**config.mk**
```make
export PLATFORM = sky130hd
export DESIGN_NAME = phase_unwrapper
export DESIGN_NICKNAME = d
export VERILOG_FILES = /design/src/rtl/nice_pkg.sv /design/src/rtl/phase_averager.sv /design/src/rtl/phase_unwrapper.sv
export SDC_FILE = /design/constraint.sdc
export NUM_CORES = 1
export LEC_CHECK = 0
export ABC_AREA = 1
export BUFFER_PORTS_ARGS = -buffer_cell sky130_fd_sc_hd__buf_2
export CORE_ASPECT_RATIO = 0.8
export CORE_UTILIZATION = 35
export CTS_BUF_LIST = sky130_fd_sc_hd__clkbuf_16
export DETAILED_ROUTE_END_ITERATION = 8
export SETUP_SLACK_MARGIN = 0.3
export SYNTH_ARGS = -nofsm -noshare
export SYNTH_HDL_FRONTEND = slang
export SYNTH_SLANG_ARGS = --single-unit
```
**constraint.sdc**
```tcl
create_clock -name clk_i -period 4.7 [get_ports clk_i]
set_clock_uncertainty 0.1 [all_clocks]
set_input_delay 0.47 -clock clk_i [delete_from_list [all_inputs] [get_ports clk_i]]
set_output_delay 0.47 -clock clk_i [all_outputs]
set_load 0.02 [all_outputs]
```
**src/rtl/nice_pkg.sv**
```systemverilog
// Shared types and defaults for the phase unwrapper and its block averager.
package nice_pkg;

    localparam int PHASE_WIDTH_DEF = 24;
    localparam int TURN_WIDTH_DEF  = 8;

    typedef enum logic [1:0] {
        FIRST = 2'd0,
        ZERO  = 2'd1,
        TRACK = 2'd2
    } unwrap_state_t;

    typedef logic signed [PHASE_WIDTH_DEF-1:0]                wrapped_phase_t;
    typedef logic signed [PHASE_WIDTH_DEF+TURN_WIDTH_DEF-1:0] unwrapped_phase_t;

endpackage

```
**src/rtl/phase_averager.sv**
```systemverilog
// Block averager: sums 2^LOG2_AVG signed samples and emits the floored mean.
module phase_averager #(
    parameter int WIDTH    = 32,
    parameter int LOG2_AVG = 4
) (
    input  logic             clk_i,
    input  logic             reset_ni,
    input  logic [WIDTH-1:0] in,
    input  logic             in_valid,
    input  logic             clear,
    output logic [WIDTH-1:0] avg,
    output logic             avg_valid
);

    localparam int SW = WIDTH + LOG2_AVG;

    logic [SW-1:0]       sum_reg, sum_next, sum_total, in_ext;
    logic [LOG2_AVG-1:0] cnt_reg, cnt_next;
    logic [WIDTH-1:0]    avg_reg, avg_next;
    logic                avg_valid_reg, avg_valid_next;

    assign in_ext[WIDTH-1:0] = in;
    for (genvar gi = WIDTH; gi < SW; gi++) begin : g_in_sext
        assign in_ext[gi] = in[WIDTH-1];
    end

    assign sum_total = sum_reg + in_ext;

    always_comb begin
        sum_next       = sum_reg;
        cnt_next       = cnt_reg;
        avg_next       = avg_reg;
        avg_valid_next = 1'b0;
        if (clear) begin
            sum_next = '0;
            cnt_next = '0;
        end else if (in_valid) begin
            if (&cnt_reg) begin
                // Dropping the low bits of a two's-complement sum is a floor divide.
                avg_next       = sum_total[SW-1:LOG2_AVG];
                avg_valid_next = 1'b1;
                sum_next       = '0;
                cnt_next       = '0;
            end else begin
                sum_next = sum_total;
                cnt_next = cnt_reg + 1'b1;
            end
        end
    end

    always_ff @(posedge clk_i or negedge reset_ni) begin
        if (!reset_ni) begin
            sum_reg       <= '0;
            cnt_reg       <= '0;
            avg_reg       <= '0;
            avg_valid_reg <= 1'b0;
        end else begin
            sum_reg       <= sum_next;
            cnt_reg       <= cnt_next;
            avg_reg       <= avg_next;
            avg_valid_reg <= avg_valid_next;
        end
    end

    assign avg       = avg_reg;
    assign avg_valid = avg_valid_reg;

endmodule

```
**src/rtl/phase_unwrapper.sv**
```systemverilog
// Turns the wrapped CORDIC phase into a continuous signed phase with whole-turn
// tracking, re-zeroing and a block-averaged readout.
module phase_unwrapper
    import nice_pkg::*;
#(
    parameter int PHASE_WIDTH = PHASE_WIDTH_DEF,
    parameter int TURN_WIDTH  = TURN_WIDTH_DEF,
    parameter int LOG2_AVG    = 4
) (
    input  logic                              clk_i,
    input  logic                              reset_ni,
    input  logic [PHASE_WIDTH-1:0]            phi_i,
    input  logic                              phi_valid_i,
    input  logic                              zero_i,
    output logic [PHASE_WIDTH+TURN_WIDTH-1:0] unwrapped_o,
    output logic                              unwrapped_valid_o,
    output logic [PHASE_WIDTH+TURN_WIDTH-1:0] avg_o,
    output logic                              avg_valid_o,
    output logic                              overflow_o
);

    localparam int OW = PHASE_WIDTH + TURN_WIDTH;

    unwrap_state_t          state_reg, state_next;
    logic [PHASE_WIDTH-1:0] prev_reg, prev_next, delta;
    logic [OW-1:0]          acc_reg, acc_next, delta_ext, phi_ext, acc_sum;
    logic                   valid_reg, valid_next, ovf_reg, ovf_next, acc_sum_ovf;

    // Modular subtraction folds the step into [-pi, pi); -2^(W-1) lands on -pi.
    assign delta = phi_i - prev_reg;

    assign delta_ext[PHASE_WIDTH-1:0] = delta;
    assign phi_ext[PHASE_WIDTH-1:0]   = phi_i;
    for (genvar gi = PHASE_WIDTH; gi < OW; gi++) begin : g_sext
        assign delta_ext[gi] = delta[PHASE_WIDTH-1];
        assign phi_ext[gi]   = phi_i[PHASE_WIDTH-1];
    end

    assign acc_sum     = acc_reg + delta_ext;
    assign acc_sum_ovf = (acc_reg[OW-1] == delta_ext[OW-1]) && (acc_sum[OW-1] != acc_reg[OW-1]);

    always_comb begin
        state_next = state_reg;
        prev_next  = prev_reg;
        acc_next   = acc_reg;
        valid_next = 1'b0;
        ovf_next   = ovf_reg;
        if (zero_i) begin
            ovf_next = 1'b0;
            if (phi_valid_i) begin
                acc_next   = '0;
                prev_next  = phi_i;
                valid_next = 1'b1;
                state_next = TRACK;
            end else begin
                state_next = ZERO;
            end
        end else if (phi_valid_i) begin
            prev_next  = phi_i;
            valid_next = 1'b1;
            state_next = TRACK;
            case (state_reg)
                FIRST:   acc_next = phi_ext;
                ZERO:    acc_next = '0;
                default: begin
                    acc_next = acc_sum;
                    if (acc_sum_ovf) begin
                        ovf_next = 1'b1;
                    end
                end
            endcase
        end
    end

    always_ff @(posedge clk_i or negedge reset_ni) begin
        if (!reset_ni) begin
            state_reg <= FIRST;
            prev_reg  <= '0;
            acc_reg   <= '0;
            valid_reg <= 1'b0;
            ovf_reg   <= 1'b0;
        end else begin
            state_reg <= state_next;
            prev_reg  <= prev_next;
            acc_reg   <= acc_next;
            valid_reg <= valid_next;
            ovf_reg   <= ovf_next;
        end
    end

    assign unwrapped_o       = acc_reg;
    assign unwrapped_valid_o = valid_reg;
    assign overflow_o        = ovf_reg;

    // The block in flight is discarded on re-zero so averages never straddle references.
    phase_averager #(
        .WIDTH    (OW),
        .LOG2_AVG (LOG2_AVG)
    ) u_averager (
        .clk_i     (clk_i),
        .reset_ni  (reset_ni),
        .in        (acc_reg),
        .in_valid  (valid_reg),
        .clear     (zero_i),
        .avg       (avg_o),
        .avg_valid (avg_valid_o)
    );

endmodule

```
=== After elaboration in Yosys (flattened, before gate mapping) ===
Cells that the tools add are included.

* Output and inout port bits: 67
* Register bits: 133
* Input bits: 28
* Logic and storage cells: 48

* Reduce and logical (&&, ||, !) cells: 9
* Mux-type cells: 21
* Equality and inequality tests: 4
* Bitwise gates (word level): 1
* $add $sub $neg: 4

{| class="wikitable"
|+ Operators with widths
! cell !! count
|-
| 36-bit 2-to-1 mux || 3
|-
| 32-bit 2-to-1 mux || 3
|-
| 32-bit case mux with 2 select lines || 1
|-
| 36-bit adder || 1
|-
| 32-bit adder || 1
|-
| 24-bit subtractor || 1
|-
| 4-bit 2-to-1 mux || 3
|-
| 1-bit 2-to-1 mux || 8
|-
| 2-bit 2-to-1 mux || 3
|-
| 6-bit AND reduction || 1
|-
| 2-bit nonzero test || 3
|-
| 4-bit by 1-bit adder with 4-bit output (second input constant) || 1
|-
| 4-bit AND reduction || 1
|-
| 3-bit AND reduction || 1
|-
| 2-bit by 1-bit == test with 1-bit output (second input constant) || 1
|-
| 2-bit zero test || 1
|-
| 2-bit by 1-bit inequality test with 1-bit output (second input constant) || 1
|-
| 2-bit OR reduction || 1
|-
| 1-bit == test || 1
|-
| 1-bit logical AND || 1
|-
| 1-bit inequality test || 1
|-
| 1-bit NOT || 1
|}

=== Longest topological paths before layout ===
Gate-level depths: netlist (run 1).

* Word-level depth: 8
* Depth in mapped cells: 27
* Depth with buffers taken out: 27

=== Cells and area by module ===
A second synthesis (run 1) with hierarchy kept.

* Cell total of the unflattened synthesis: 1638
* Area, all modules: 10926.7 um^2

{| class="wikitable"
|+ Modules (own cells, without submodules)
! module !! instances !! seq. area each (um^2) !! cells an instance !! area each (um^2)
|-
| phase_unwrapper || 1 || 1501.4 || 858 || 5693.0
|-
| phase_averager || 1 || 1826.8 || 780 || 5233.8
|}

=== Least setup slack after synthesis (run 1) ===
Ideal clock, no wire load.

* Path type: in2reg
* Start point: input port phi_i[0]
* End point: register acc_reg[31] (netlist: unwrapped_o[31])
* Slack: 1.210 ns
* Stages: 23
* Buffers on the path: 0
* Arrival: 3.273 ns
* Required time: 4.483 ns
* Library setup time: 0.117 ns
* Cells stage by stage: inv_1 ha_1 inv_1 fa_1 nand3_1 nand2_1 a21oi_2 o21ai_1 a21oi_1 o21bai_1 xor2_1 ha_1 a21o_1 a21oi_1 nand2_1 nand2_1 nand2_1 a21oi_1 inv_1 nand2_1 nand3_1 nand2_1 nand2_1

* Cells in the longest elaborated chain, start to end: 5

{| class="wikitable"
|+ Ends and longest elaborated chain
! element !! RTL line !! RTL
|-
| start: declaration || phase_unwrapper.sv:12 || <nowiki>input logic [PHASE_WIDTH-1:0] phi_i,</nowiki>
|-
| 24-bit subtractor || phase_unwrapper.sv:30 || <nowiki>assign delta = phi_i - prev_reg;</nowiki>
|-
| 32-bit adder || phase_unwrapper.sv:39 || <nowiki>assign acc_sum = acc_reg + delta_ext;</nowiki>
|-
| 32-bit case mux with 2 select lines || phase_unwrapper.sv:62 || <nowiki>case (state_reg)</nowiki>
|-
| 32-bit 2-to-1 mux || phase_unwrapper.sv:58 || <nowiki>end else if (phi_valid_i) begin</nowiki>
|-
| 32-bit 2-to-1 mux || phase_unwrapper.sv:48 || <nowiki>if (zero_i) begin</nowiki>
|-
| end signal: assignment || phase_unwrapper.sv:85 || <nowiki>acc_reg <= acc_next;</nowiki>
|-
| end: declaration || phase_unwrapper.sv:26 || <nowiki>logic [OW-1:0] acc_reg, acc_next, delta_ext, phi_ext, acc_sum;</nowiki>
|}

Every way passes these cells. The select of a mux whose other input is x is not followed.
A chain may end at the register's enable or synchronous reset.

=== Worst setup path after layout (run 1) ===
* Start point: register prev_reg[2]
* End point: register acc_reg[18] (netlist: unwrapped_o[18])

* Cells in the longest elaborated chain, start to end: 5

{| class="wikitable"
|+ Ends and longest elaborated chain
! element !! RTL line !! RTL
|-
| start: declaration || phase_unwrapper.sv:25 || <nowiki>logic [PHASE_WIDTH-1:0] prev_reg, prev_next, delta;</nowiki>
|-
| start signal: assignment || phase_unwrapper.sv:84 || <nowiki>prev_reg <= prev_next;</nowiki>
|-
| 24-bit subtractor || phase_unwrapper.sv:30 ||
|-
| 32-bit adder || phase_unwrapper.sv:39 ||
|-
| 32-bit case mux with 2 select lines || phase_unwrapper.sv:62 ||
|-
| 32-bit 2-to-1 mux || phase_unwrapper.sv:58 ||
|-
| 32-bit 2-to-1 mux || phase_unwrapper.sv:48 ||
|}

Every way passes these cells. The select of a mux whose other input is x is not followed.

==> results.sh, run 1 <==
export IMPL_grt_overflow=0
export IMPL_p_seq_share_pct=26.9
export IMPL_outcome="finished clean"
export IMPL_start_util_pct=35.7
export IMPL_fill_cells=3306
export IMPL_finalNetCount=1807
export IMPL_clkTransAtPathRegs_ns=0.06
export IMPL_seqCellArea_mm2=0.00333
export IMPL_fmax_mhz=245
export IMPL_ys_types=53
export IMPL_hold_viol_final=0
export IMPL_grt_pass1_vias=10200
export IMPL_synth_nets=1716
export IMPL_cap_violations=0
export IMPL_fin_area_mm2=0.0124
export IMPL_vias_per_cell=5.16
export IMPL_period_share_pct=87.0
export IMPL_combPwrFrac_pct=48.1
export IMPL_route_detailed_drc=0
export IMPL_largest_register_ffs=36
export IMPL_critPathCapture="unwrapped_o[18]$_DFFE_PN0P_"
export IMPL_io_buffers=94
export IMPL_seq_area_frac_synth_pct=30.5
export IMPL_globalplace_congestion=0.963
export IMPL_dp_slack_ns=0.227
export IMPL_root_buffer="clkbuf_16"
export IMPL_die_w_um=199
export IMPL_htreeDepth=4
export IMPL_reg2reg_from="prev_reg[2]$_DFFE_PN0P_"
export IMPL_cts_tree="done"
export IMPL_ys_seq_elements=133
export IMPL_wl_per_cell_um=17.5
export IMPL_cts_inserted_buffers=17
export IMPL_async_flop_share_pct=100
export IMPL_power_frac_clock_pct=25.0
export IMPL_hpwlAfterDp_um=28900
export IMPL_avgSynthCellArea_um2=6.83
export IMPL_yosys_area_top_type="dfrtp_1"
export IMPL_clockBufferDepth=2
export IMPL_hold_buffers=0
export IMPL_grt_max_degree=92
export IMPL_syn_inst=1595
export IMPL_start_kind="register"
export IMPL_drive_gt1_share_pct=11.1
export IMPL_end_kind="register"
export IMPL_reg2regPathDepth=22
export IMPL_syn2layout_area_growth_pct=14.0
export IMPL_place_area_mm2=0.0118
export IMPL_dieArea_mm2=0.0319
export IMPL_max_slew_margin_pct=38.4
export IMPL_post_route_min_period_ns=4.09
export IMPL_swShare_pct=46.5
export IMPL_synth_edf_count=0
export IMPL_cp_arrival_ns=4.36
export IMPL_p_int_mw=3.01
export IMPL_cts_setup_buffers=0
export IMPL_layout_cells_non_filler=2112
export IMPL_drv_slew=0
export IMPL_grt_first_pass_wirelength_um=58100
export IMPL_worst_pin_slew_ns=0.923
export IMPL_placed_cells=2080
export IMPL_r2r_slack_ns=0.61
export IMPL_drtPass1Iterations=5
export IMPL_drt_iter0_markers=1040
export IMPL_netlist_area_leader_share_pct=30.5
export IMPL_p_per_area_mw_per_mm2=453
export IMPL_setup_worst_path_start="prev_reg[2]$_DFFE_PN0P_"
export IMPL_track_usage_pct=23.9
export IMPL_rows=57
export IMPL_ctsResizeCount=0
export IMPL_clock_sinks=133
export IMPL_syn_cell_area_mm2=0.0109
export IMPL_worstPathRequired_ns=4.98
export IMPL_ant_nets=0
export IMPL_power_leakage_nw=6.60
export IMPL_routed_wl_um=36900
export IMPL_setup_violations=0
export IMPL_core_mm2=0.0305
export IMPL_multi_input_area_mm2=0.00673
export IMPL_cp_max_fo=5
export IMPL_ys_top_cells_by_area="dfrtp_1, nand2_1, ha_1"
export IMPL_crit_type="register to register"
export IMPL_finalWorstSetupSlack_ns=0.612
export IMPL_reg2reg_to="unwrapped_o[18]$_DFFE_PN0P_"
export IMPL_fin_setup_tns_ns=0
export IMPL_clk_latency_ns=0.44
export IMPL_num_vias=10900
export IMPL_antenna_found_initial=0
export IMPL_synth_ff_type="dfrtp_1"
export IMPL_ioPinCount=95
export IMPL_rsz0062_at_grt="no"
export IMPL_synth_warnings=0
export IMPL_die_y_um=160
export IMPL_power_switching_mw=2.62
export IMPL_n_antenna_cell=0
export IMPL_hp_class="input port to asynchronous set/reset pin"
export IMPL_peakVddDrop_mv=0.238
worst min path at each step:
| stage | endpoint | slack (ns) | cells past startpoint |
|---|---|---|---|
| 6_report | u_averager.avg[30]$_DFFE_PN0P_ | 0.04 | 1 |
| 5_1_grt | u_averager.avg[13]$_DFFE_PN0P_ | 0.12 | 1 |
| 4_1_cts | u_averager.avg[30]$_DFFE_PN0P_ | 0.08 | 1 |
| 3_5_place_dp | u_averager.avg[26]$_DFFE_PN0P_ | 0.36 | 2 |
| 3_3_place_gp | u_averager.avg[8]$_DFFE_PN0P_ | 0.36 | 2 |
| 2_1_floorplan | overflow_o$_DFFE_PN0P_ | 0.07 | 0 |
Yosys cell counts, types with 11 or more instances:
cell type	number
xnor2_1	14
o21bai_1	11
a31oi_1	11
nor2_1	123
clkbuf_1	22
nand4_1	18
nand2_1	470
o21ai_0	124
dfrtp_1	133
ha_1	90
nand3_1	108
inv_1	191
a21oi_1	106
a21o_1	13
o21ai_1	14
xor2_1	28
area by class of cell:
type / instances / share of cell area [%]
multi-input combinational: 1237 / 54.1
sequential: 133 / 26.8
inverter: 196 / 5.92
timing repair buffer: 101 / 4.26
tap: 413 / 4.16
clock buffer: 17 / 3.42
clock inverter: 15 / 1.33
logic make-up (layout without fill, tap and decap cells):
kind of cell,Yosys count,after routing,share of synthesized area (%)
AO/OA/AOI/OAI,322,322,16.8
XOR/XNOR,42,42,3.38
adder cells (fa/ha/maj),93,93,10.9
buffers and inverters,225,329,7.82
flip-flops,133,133,30.5
AND/OR/NAND/NOR,780,780,30.5
power groups by stage:
stage / sequential, mW / clock [mW] / combinational, mW
after floorplan: 1.52 / 0 / 1.83
after global placement: 1.53 / 0 / 2.65
after detailed placement: 1.53 / 0 / 2.65
after CTS: 1.51 / 1.43 / 2.67
after global routing: 1.53 / 1.47 / 3.04
final: 1.51 / 1.41 / 2.71
per-layer routing:
metal / global-route usage [%] / vias up / wire [um]
met5: 0 / - / 0
met4: 6.19 / 0 / 629
met3: 4.41 / 37 / 2510
met2: 32.7 / 338 / 14300
met1: 37.4 / 5090 / 19500
li1: - / 5429 / -
metrics by stage:
| step | total power [mW] | util, % | hold slack, ns |
|---|---|---|---|
| 3_3_place_gp | 4.18 | 38.8 | 0.360 |
| 3_5_place_dp | 4.18 | 38.8 | 0.361 |
| 4_1_cts | 5.61 | 40.7 | 0.0756 |
| 6_report | 5.63 | 40.7 | 0.0382 |
| 2_1_floorplan | 3.36 | - | 0.0744 |
| 5_1_grt | 6.04 | 40.7 | 0.117 |
placed cells by master, fill, tap and decap left out, types with 13 or more instances in the layout:
master / netlist / layout
ha_1: 90 / 90
a21oi_1: 106 / 106
o21ai_0: 124 / 124
nand4_1: 18 / 18
a21o_1: 13 / 13
xnor2_1: 14 / 14
nand3_1: 108 / 108
buf_2: 6 / 93
nor2_1: 123 / 122
nand2_1: 470 / 470
inv_1: 191 / 192
o21ai_1: 14 / 14
clkbuf_16: 0 / 17
dfrtp_1: 133 / 133
xor2_1: 28 / 28
critical path, cell delays in order (launching register included):
cell	delay, ns
dfrtp_1	0.33
inv_1	0.05
ha_1	0.32
a21oi_1	0.14
nand2_1	0.14
a21oi_2	0.27
inv_1	0.12
a21oi_2	0.18
o21ai_2	0.11
nand3_1	0.10
nand2_1	0.06
xor2_1	0.15
ha_1	0.36
nand2_1	0.14
inv_1	0.10
nand2_1	0.12
nor3_2	0.35
nand4_1	0.23
nand4_1	0.23
nor2_1	0.06
o21ai_0	0.20
nand3_1	0.09
nand2_1	0.07
(Power assumes the default switching activity.)
==> inputs of run 2 (changes only) <==
ABC_AREA = default   (was 1)
==> run 2 against run 1 <==
Net effect:
- design area down 4.3%
- sequential power up 6%
- cell count down 24%
- sequential share of layout area up 1.2 points
- die area down 12%
- via count down 21%
- first-iteration DRC count down 42%
- power up 14%
- critical path type unchanged
- largest cell class unchanged
- highest routed layer unchanged
==> results.sh, run 2 <==
export IMPL_outcome="finished clean"
export IMPL_swShare_pct=42.7
export IMPL_layout_common_cells="nand2_1, dfrtp_1, buf_2"
export IMPL_worst_pin_slew_ns=1.03
export IMPL_die_w_um=187
export IMPL_dieArea_mm2=0.0281
export IMPL_power_switching_mw=2.74
export IMPL_clock_sinks=133
export IMPL_die_y_um=150
export IMPL_power_frac_clock_pct=22.1
export IMPL_yosys_area_top_type="dfrtp_1"
export IMPL_rows=53
export IMPL_post_route_min_period_ns=4.61
export IMPL_async_flop_share_pct=100
export IMPL_syn_cell_area_mm2=0.00959
export IMPL_end_kind="register"
export IMPL_peakVddDrop_mv=0.284
export IMPL_wl_per_cell_um=17.2
export IMPL_largest_register_ffs=36
export IMPL_cp_max_fo=3
export IMPL_p_total_mw=6.42
export IMPL_globalplace_congestion=0.919
export IMPL_fin_util_pct=44.7
export IMPL_hpwlAfterDp_um=20000
export IMPL_combPwrFrac_pct=53.0
export IMPL_layout_cells_non_filler=1599
export IMPL_ant_nets=0
export IMPL_syn_inst=1077
export IMPL_seq_area_frac_synth_pct=34.7
export IMPL_p_int_mw=3.68
export IMPL_ys_top_cells_by_area="dfrtp_1, ha_1, nand2_1"
export IMPL_fmax_mhz=217
export IMPL_cts_inserted_buffers=17
export IMPL_drt_iter0_markers=604
export IMPL_rsz0062_at_grt="yes"
export IMPL_hp_class="input port to asynchronous set/reset pin"
export IMPL_cp_arrival_ns=4.89
export IMPL_synth_edf_count=0
export IMPL_placed_cells=1542
export IMPL_ys_types=71
export IMPL_routed_wl_um=27400
export IMPL_synth_ff_type="dfrtp_1"
export IMPL_clockBufferDepth=2
export IMPL_track_usage_pct=20.0
export IMPL_cts_tree="done"
export IMPL_fill_cells=2614
export IMPL_max_stage_delay_ns=0.40
export IMPL_p_seq_share_pct=24.9
export IMPL_grt_first_pass_wirelength_um=43900
export IMPL_synth_warnings=0
export IMPL_cap_violations=0
export IMPL_clkTransAtPathRegs_ns=0.06
export IMPL_vias_per_cell=5.40
export IMPL_ioPinCount=95
export IMPL_crit_type="register to register"
export IMPL_crit_buf_inv=2
export IMPL_antenna_found_initial=0
export IMPL_reg2reg_from="prev_reg[0]$_DFFE_PN0P_"
export IMPL_power_leakage_nw=6.03
export IMPL_synth_nets=1198
export IMPL_worst_hold_slack_ns=0.0589
export IMPL_worst_path_max_delay_cell="dfrtp_1"
export IMPL_num_vias=8636
export IMPL_finalNetCount=1350
export IMPL_io_buffers=94
export IMPL_route_detailed_drc=0
export IMPL_core_mm2=0.0266
export IMPL_grt_overflow=0
export IMPL_start_kind="register"
export IMPL_grt_max_degree=103
export IMPL_critPathTopFamily="compound AO/OA/AOI/OAI gates"
export IMPL_worst_path_most_repeated_cell="a21o_1"
export IMPL_setup_violations=0
export IMPL_layout_commonest_cell="nand2_1"
export IMPL_worstPathRequired_ns=4.97
export IMPL_netlist_area_leader_share_pct=34.7
export IMPL_max_slew_margin_pct=31.0
export IMPL_drive_gt1_share_pct=22.1
export IMPL_reg2regPathDepth=24
export IMPL_period_share_pct=98.1
export IMPL_grt_pass1_vias=8168
export IMPL_drv_slew=0
export IMPL_drtPass1Iterations=7
export IMPL_path_cells="ha_4 -> inv_2 -> fa_2 -> a21o_1 -> a21oi_2 -> o21bai_1 -> a31oi_1 -> buf_4 -> o31ai_4 -> o21a_1 -> a21o_1 -> a31oi_2 -> xnor2_1 -> ha_1 -> a21o_1 -> a21oi_1 -> o21ai_1 -> or3_1 -> o21ai_2 -> o31ai_4 -> a31oi_2 -> xor3_1 -> a21oi_1 -> a21o_1"
export IMPL_n_antenna_cell=0
export IMPL_start_util_pct=36.1
export IMPL_clk_latency_ns=0.44
export IMPL_reg2reg_to="unwrapped_o[31]$_DFFE_PN0P_"
export IMPL_p_per_area_mw_per_mm2=540
export IMPL_syn2layout_area_growth_pct=24.0
export IMPL_hold_viol_final=0
export IMPL_htreeDepth=4
export IMPL_post_synth_top_count_cell="nand2_1"
export IMPL_r2r_slack_ns=0.09
export IMPL_root_buffer="clkbuf_16"
export IMPL_avgSynthCellArea_um2=8.90
export IMPL_synth_top_cells_by_count="nand2_1, dfrtp_1, ha_1"
export IMPL_ys_seq_elements=133
==> run 2: power groups by stage <==
stage	logic, mW	registers (mW)	clock network [mW]
after CTS	3.13	1.60	1.45
final	3.40	1.60	1.42
after floorplan	2.14	1.62	0
after global placement	3.00	1.62	0
after global routing	3.75	1.62	1.50
after detailed placement	3.02	1.62	0
==> run 2: layout make-up <==
cell class              count  area (um^2)  area share, %
multi-input cells         845         6160           51.8
well taps                 357          447           3.76
inverters                  58          218           1.83
repair buffers            174         1130           9.50
flip-flops and latches    133         3330           28.0
clock buffers              17          425           3.58
clock inverters            15          183           1.54
==> run 2: cells by family (layout without fill, tap and decap cells) <==
family	after synthesis	in the layout	synth area share, %
AO/OA/AOI/OAI	357	357	25.4
XOR/XNOR	71	71	6.64
adder cells (fa/ha/maj)	93	93	12.4
buffers and inverters	99	264	3.99
flip-flops	133	133	34.7
multiplexers	15	15	1.67
AND/OR/NAND/NOR	309	309	15.2
==> run 2: timing repair <==
action	CTS	global route
gates resized for setup	15	55
pin swaps	18	32
hold buffers	0	0
endpoints found under the setup margin	9	19
setup buffers	11	14
==> run 2: worst max-delay path by stage <==
stage	from	endpoint	slack, ns	depth (start not counted)
2_1_floorplan	phi_i[0]	unwrapped_o[31]$_DFFE_PN0P_	0.31	24
3_3_place_gp	phi_i[0]	unwrapped_o[25]$_DFFE_PN0P_	-0.11	26
3_5_place_dp	phi_i[0]	unwrapped_o[31]$_DFFE_PN0P_	-0.14	26
4_1_cts	prev_reg[0]$_DFFE_PN0P_	overflow_o$_DFFE_PN0P_	0.16	24
5_1_grt	prev_reg[0]$_DFFE_PN0P_	unwrapped_o[31]$_DFFE_PN0P_	-0.12	24
6_report	prev_reg[0]$_DFFE_PN0P_	unwrapped_o[31]$_DFFE_PN0P_	0.09	24
==> run 2: metal layers <==
metal / GRT usage (%) / wire (um) / up-vias
met1: 29.1 / 14000 / 4186
met5: 0 / 0 / -
met2: 30.4 / 11800 / 198
met3: 3.92 / 1350 / 25
met4: 4.26 / 296 / 0
li1: - / - / 4227
==> run 2: per-stage QoR <==
stage	area [um^2]	worst slack, ns	setup TNS (ns)
finish	11900	0.0879	0
global route	11900	-0.123	-0.257
CTS	11600	0.158	0
detailed placement	10800	-0.137	-0.544
global placement	10800	-0.113	-0.285
floorplan	9630	0.312	0
==> inputs of run 3 (changes only) <==
CELL_PAD_IN_SITES_DETAIL_PLACEMENT = 1   (was default)
CELL_PAD_IN_SITES_GLOBAL_PLACEMENT = 1   (was default)
PLACE_DENSITY_LB_ADDON = 0.1   (was default)
==> run 3 against run 2 <==
Net effect:
- die area unchanged
- register-to-register slack got worse by 0.02 ns
- first-iteration DRC count decreased by 29%
- combinational power is 5% higher
- fmax fell by 0.38%
- largest cell class unchanged
==> results.sh, run 3 (same netlist as run 2, synthesis figures left out) <==
export IMPL_outcome="finished clean"
export IMPL_start_kind="register"
export IMPL_track_usage_pct=22.9
export IMPL_syn2layout_area_growth_pct=24.6
export IMPL_layout_common_cells="nand2_1, dfrtp_1, buf_2"
export IMPL_cap_violations=0
export IMPL_io_buffers=94
export IMPL_vias_per_cell=5.40
export IMPL_worstPathRequired_ns=4.97
export IMPL_fin_area_mm2=0.0120
export IMPL_clock_sinks=133
export IMPL_grt_pass1_vias=9020
export IMPL_reg2regPathDepth=23
export IMPL_peakVddDrop_mv=0.280
export IMPL_drtPass1Iterations=4
export IMPL_globalplace_congestion=0.826
export IMPL_p_per_area_mw_per_mm2=547
export IMPL_drive_gt1_share_pct=23.9
export IMPL_largest_register_ffs=36
export IMPL_finalNetCount=1363
export IMPL_grt_overflow=0
export IMPL_dieArea_mm2=0.0281
export IMPL_hpwlAfterDp_um=22800
export IMPL_power_leakage_nw=6.10
export IMPL_core_mm2=0.0266
export IMPL_num_vias=8694
export IMPL_die_y_um=150
export IMPL_cts_inserted_buffers=17
export IMPL_rsz0062_at_grt="yes"
export IMPL_cts_tree="done"
export IMPL_routed_wl_um=31000
export IMPL_hold_path_end="prev_reg[20]$_DFFE_PN0P_"
export IMPL_min_delay_start="phi_i[20]"
export IMPL_worst_pin_slew_ns=1.01
export IMPL_rows=53
export IMPL_r2r_slack_ns=0.07
export IMPL_n_antenna_cell=0
export IMPL_end_kind="register"
export IMPL_crit_type="register to register"
export IMPL_route_detailed_drc=0
export IMPL_cp_arrival_ns=4.90
export IMPL_die_w_um=187
export IMPL_setup_violations=0
export IMPL_max_slew_margin_pct=32.9
export IMPL_htreeDepth=4
export IMPL_grt_max_degree=71
export IMPL_ant_nets=0
export IMPL_fin_setup_tns_ns=0
export IMPL_ioPinCount=95
export IMPL_antenna_found_initial=0
export IMPL_hp_class="input port to register"
export IMPL_placed_cells=1568
export IMPL_place_area_mm2=0.0110
export IMPL_root_buffer="clkbuf_16"
export IMPL_wl_per_cell_um=19.2
export IMPL_post_route_min_period_ns=4.63
export IMPL_fmax_mhz=216
export IMPL_drt_iter0_markers=430
export IMPL_grt_first_pass_wirelength_um=50200
export IMPL_clk_latency_ns=0.43
export IMPL_layout_commonest_cell="nand2_1"
export IMPL_hold_viol_final=0
export IMPL_clockBufferDepth=2
export IMPL_reg2reg_to="overflow_o$_DFFE_PN0P_"
export IMPL_period_share_pct=98.5
export IMPL_start_util_pct=36.1
export IMPL_drv_slew=0
export IMPL_cp_max_fo=3
export IMPL_clkTransAtPathRegs_ns=0.06
export IMPL_layout_cells_non_filler=1611
export IMPL_reg2reg_from="prev_reg[0]$_DFFE_PN0P_"
export IMPL_whs_path_depth=3
-- run 3: cell types whose count changed in the layout (fill, tap and decap cells not counted), sizes merged --
cell | before | now
inv | 60 | 59
buf | 174 | 186
dlygate4sd3 | 0 | 1
-- run 3: timing repair --
action / in CTS / in global routing
gates resized for setup: 38 / 38
pin swaps: 16 / 27
setup buffers: 6 / 5
setup endpoints to repair: 14 / 17
hold endpoints to repair: 23 / 0
hold buffers: 1 / 0
-- run 3: per-layer routing --
metal | global-route usage, % | wire, um | vias up | part of all wire, %
met2 | 35.6 | 13500 | 114 | 44
met5 | 0 | 0 | - | 0
met3 | 3.71 | 742 | 27 | 2.4
li1 | - | - | 4229 | -
met4 | 6.15 | 466 | 0 | 1.5
met1 | 32.9 | 16300 | 4324 | 52
-- run 3: worst max-delay path by stage --
stage / start / endpoint / slack (ns) / depth (start not counted)
after floorplan: phi_i[0] / unwrapped_o[31]$_DFFE_PN0P_ / 0.31 / 24
after detailed placement: phi_i[0] / unwrapped_o[30]$_DFFE_PN0P_ / -0.31 / 25
after global placement: phi_i[0] / unwrapped_o[30]$_DFFE_PN0P_ / -0.17 / 26
after CTS: prev_reg[0]$_DFFE_PN0P_ / unwrapped_o[31]$_DFFE_PN0P_ / 0.09 / 24
final: prev_reg[0]$_DFFE_PN0P_ / overflow_o$_DFFE_PN0P_ / 0.07 / 23
after global routing: prev_reg[0]$_DFFE_PN0P_ / overflow_o$_DFFE_PN0P_ / -0.12 / 23
-- run 3: metrics by stage --
step                total power [mW]  utilization (%)  setup slack (ns)  hold slack, ns
floorplan                       3.76                -             0.312          0.0744
global placement                4.78             41.4            -0.172           0.355
detailed placement              4.83             41.4            -0.314           0.357
CTS                             6.38             44.2            0.0909           0.177
global route                    7.00             44.9            -0.116           0.188
finish                          6.53             44.9            0.0702           0.190
-- run 3: power by group --
group / total [mW] / leakage (nW) / internal, mW / switching [mW]
logic: 3.57 / 4.06 / 1.56 / 2.01
registers: 1.60 / 1.75 / 1.34 / 0.266
clock network: 1.36 / 0.286 / 0.818 / 0.541
total: 6.53 / 6.10 / 3.72 / 2.81
-- run 3: final cells by class --
cell class,instances,area (um^2)
Sequential cell,133,3330
Fill cell,3114,14600
Clock inverter,14,145
Clock buffer,17,425
Tap cell,357,447
Inverter,58,218
Timing Repair Buffer,187,1190
Multi-Input combinational cell,845,6200
-- run 3: worst max-delay path, stage by stage (launching register included) --
cell      delay [ns]
dfrtp_1         0.39
ha_4            0.15
inv_2           0.04
fa_2            0.39
a21o_1          0.20
a21oi_2         0.16
o21bai_1        0.11
a31oi_1         0.16
buf_4           0.17
o31ai_2         0.07
o21a_1          0.20
a21o_1          0.21
a21oi_2         0.17
buf_4           0.12
o21bai_1        0.08
xor2_1          0.16
ha_2            0.38
nand3_2         0.08
o211a_1         0.25
o31ai_4         0.28
a31oi_4         0.13
or3_1           0.34
a21oi_2         0.12
a21o_1          0.10
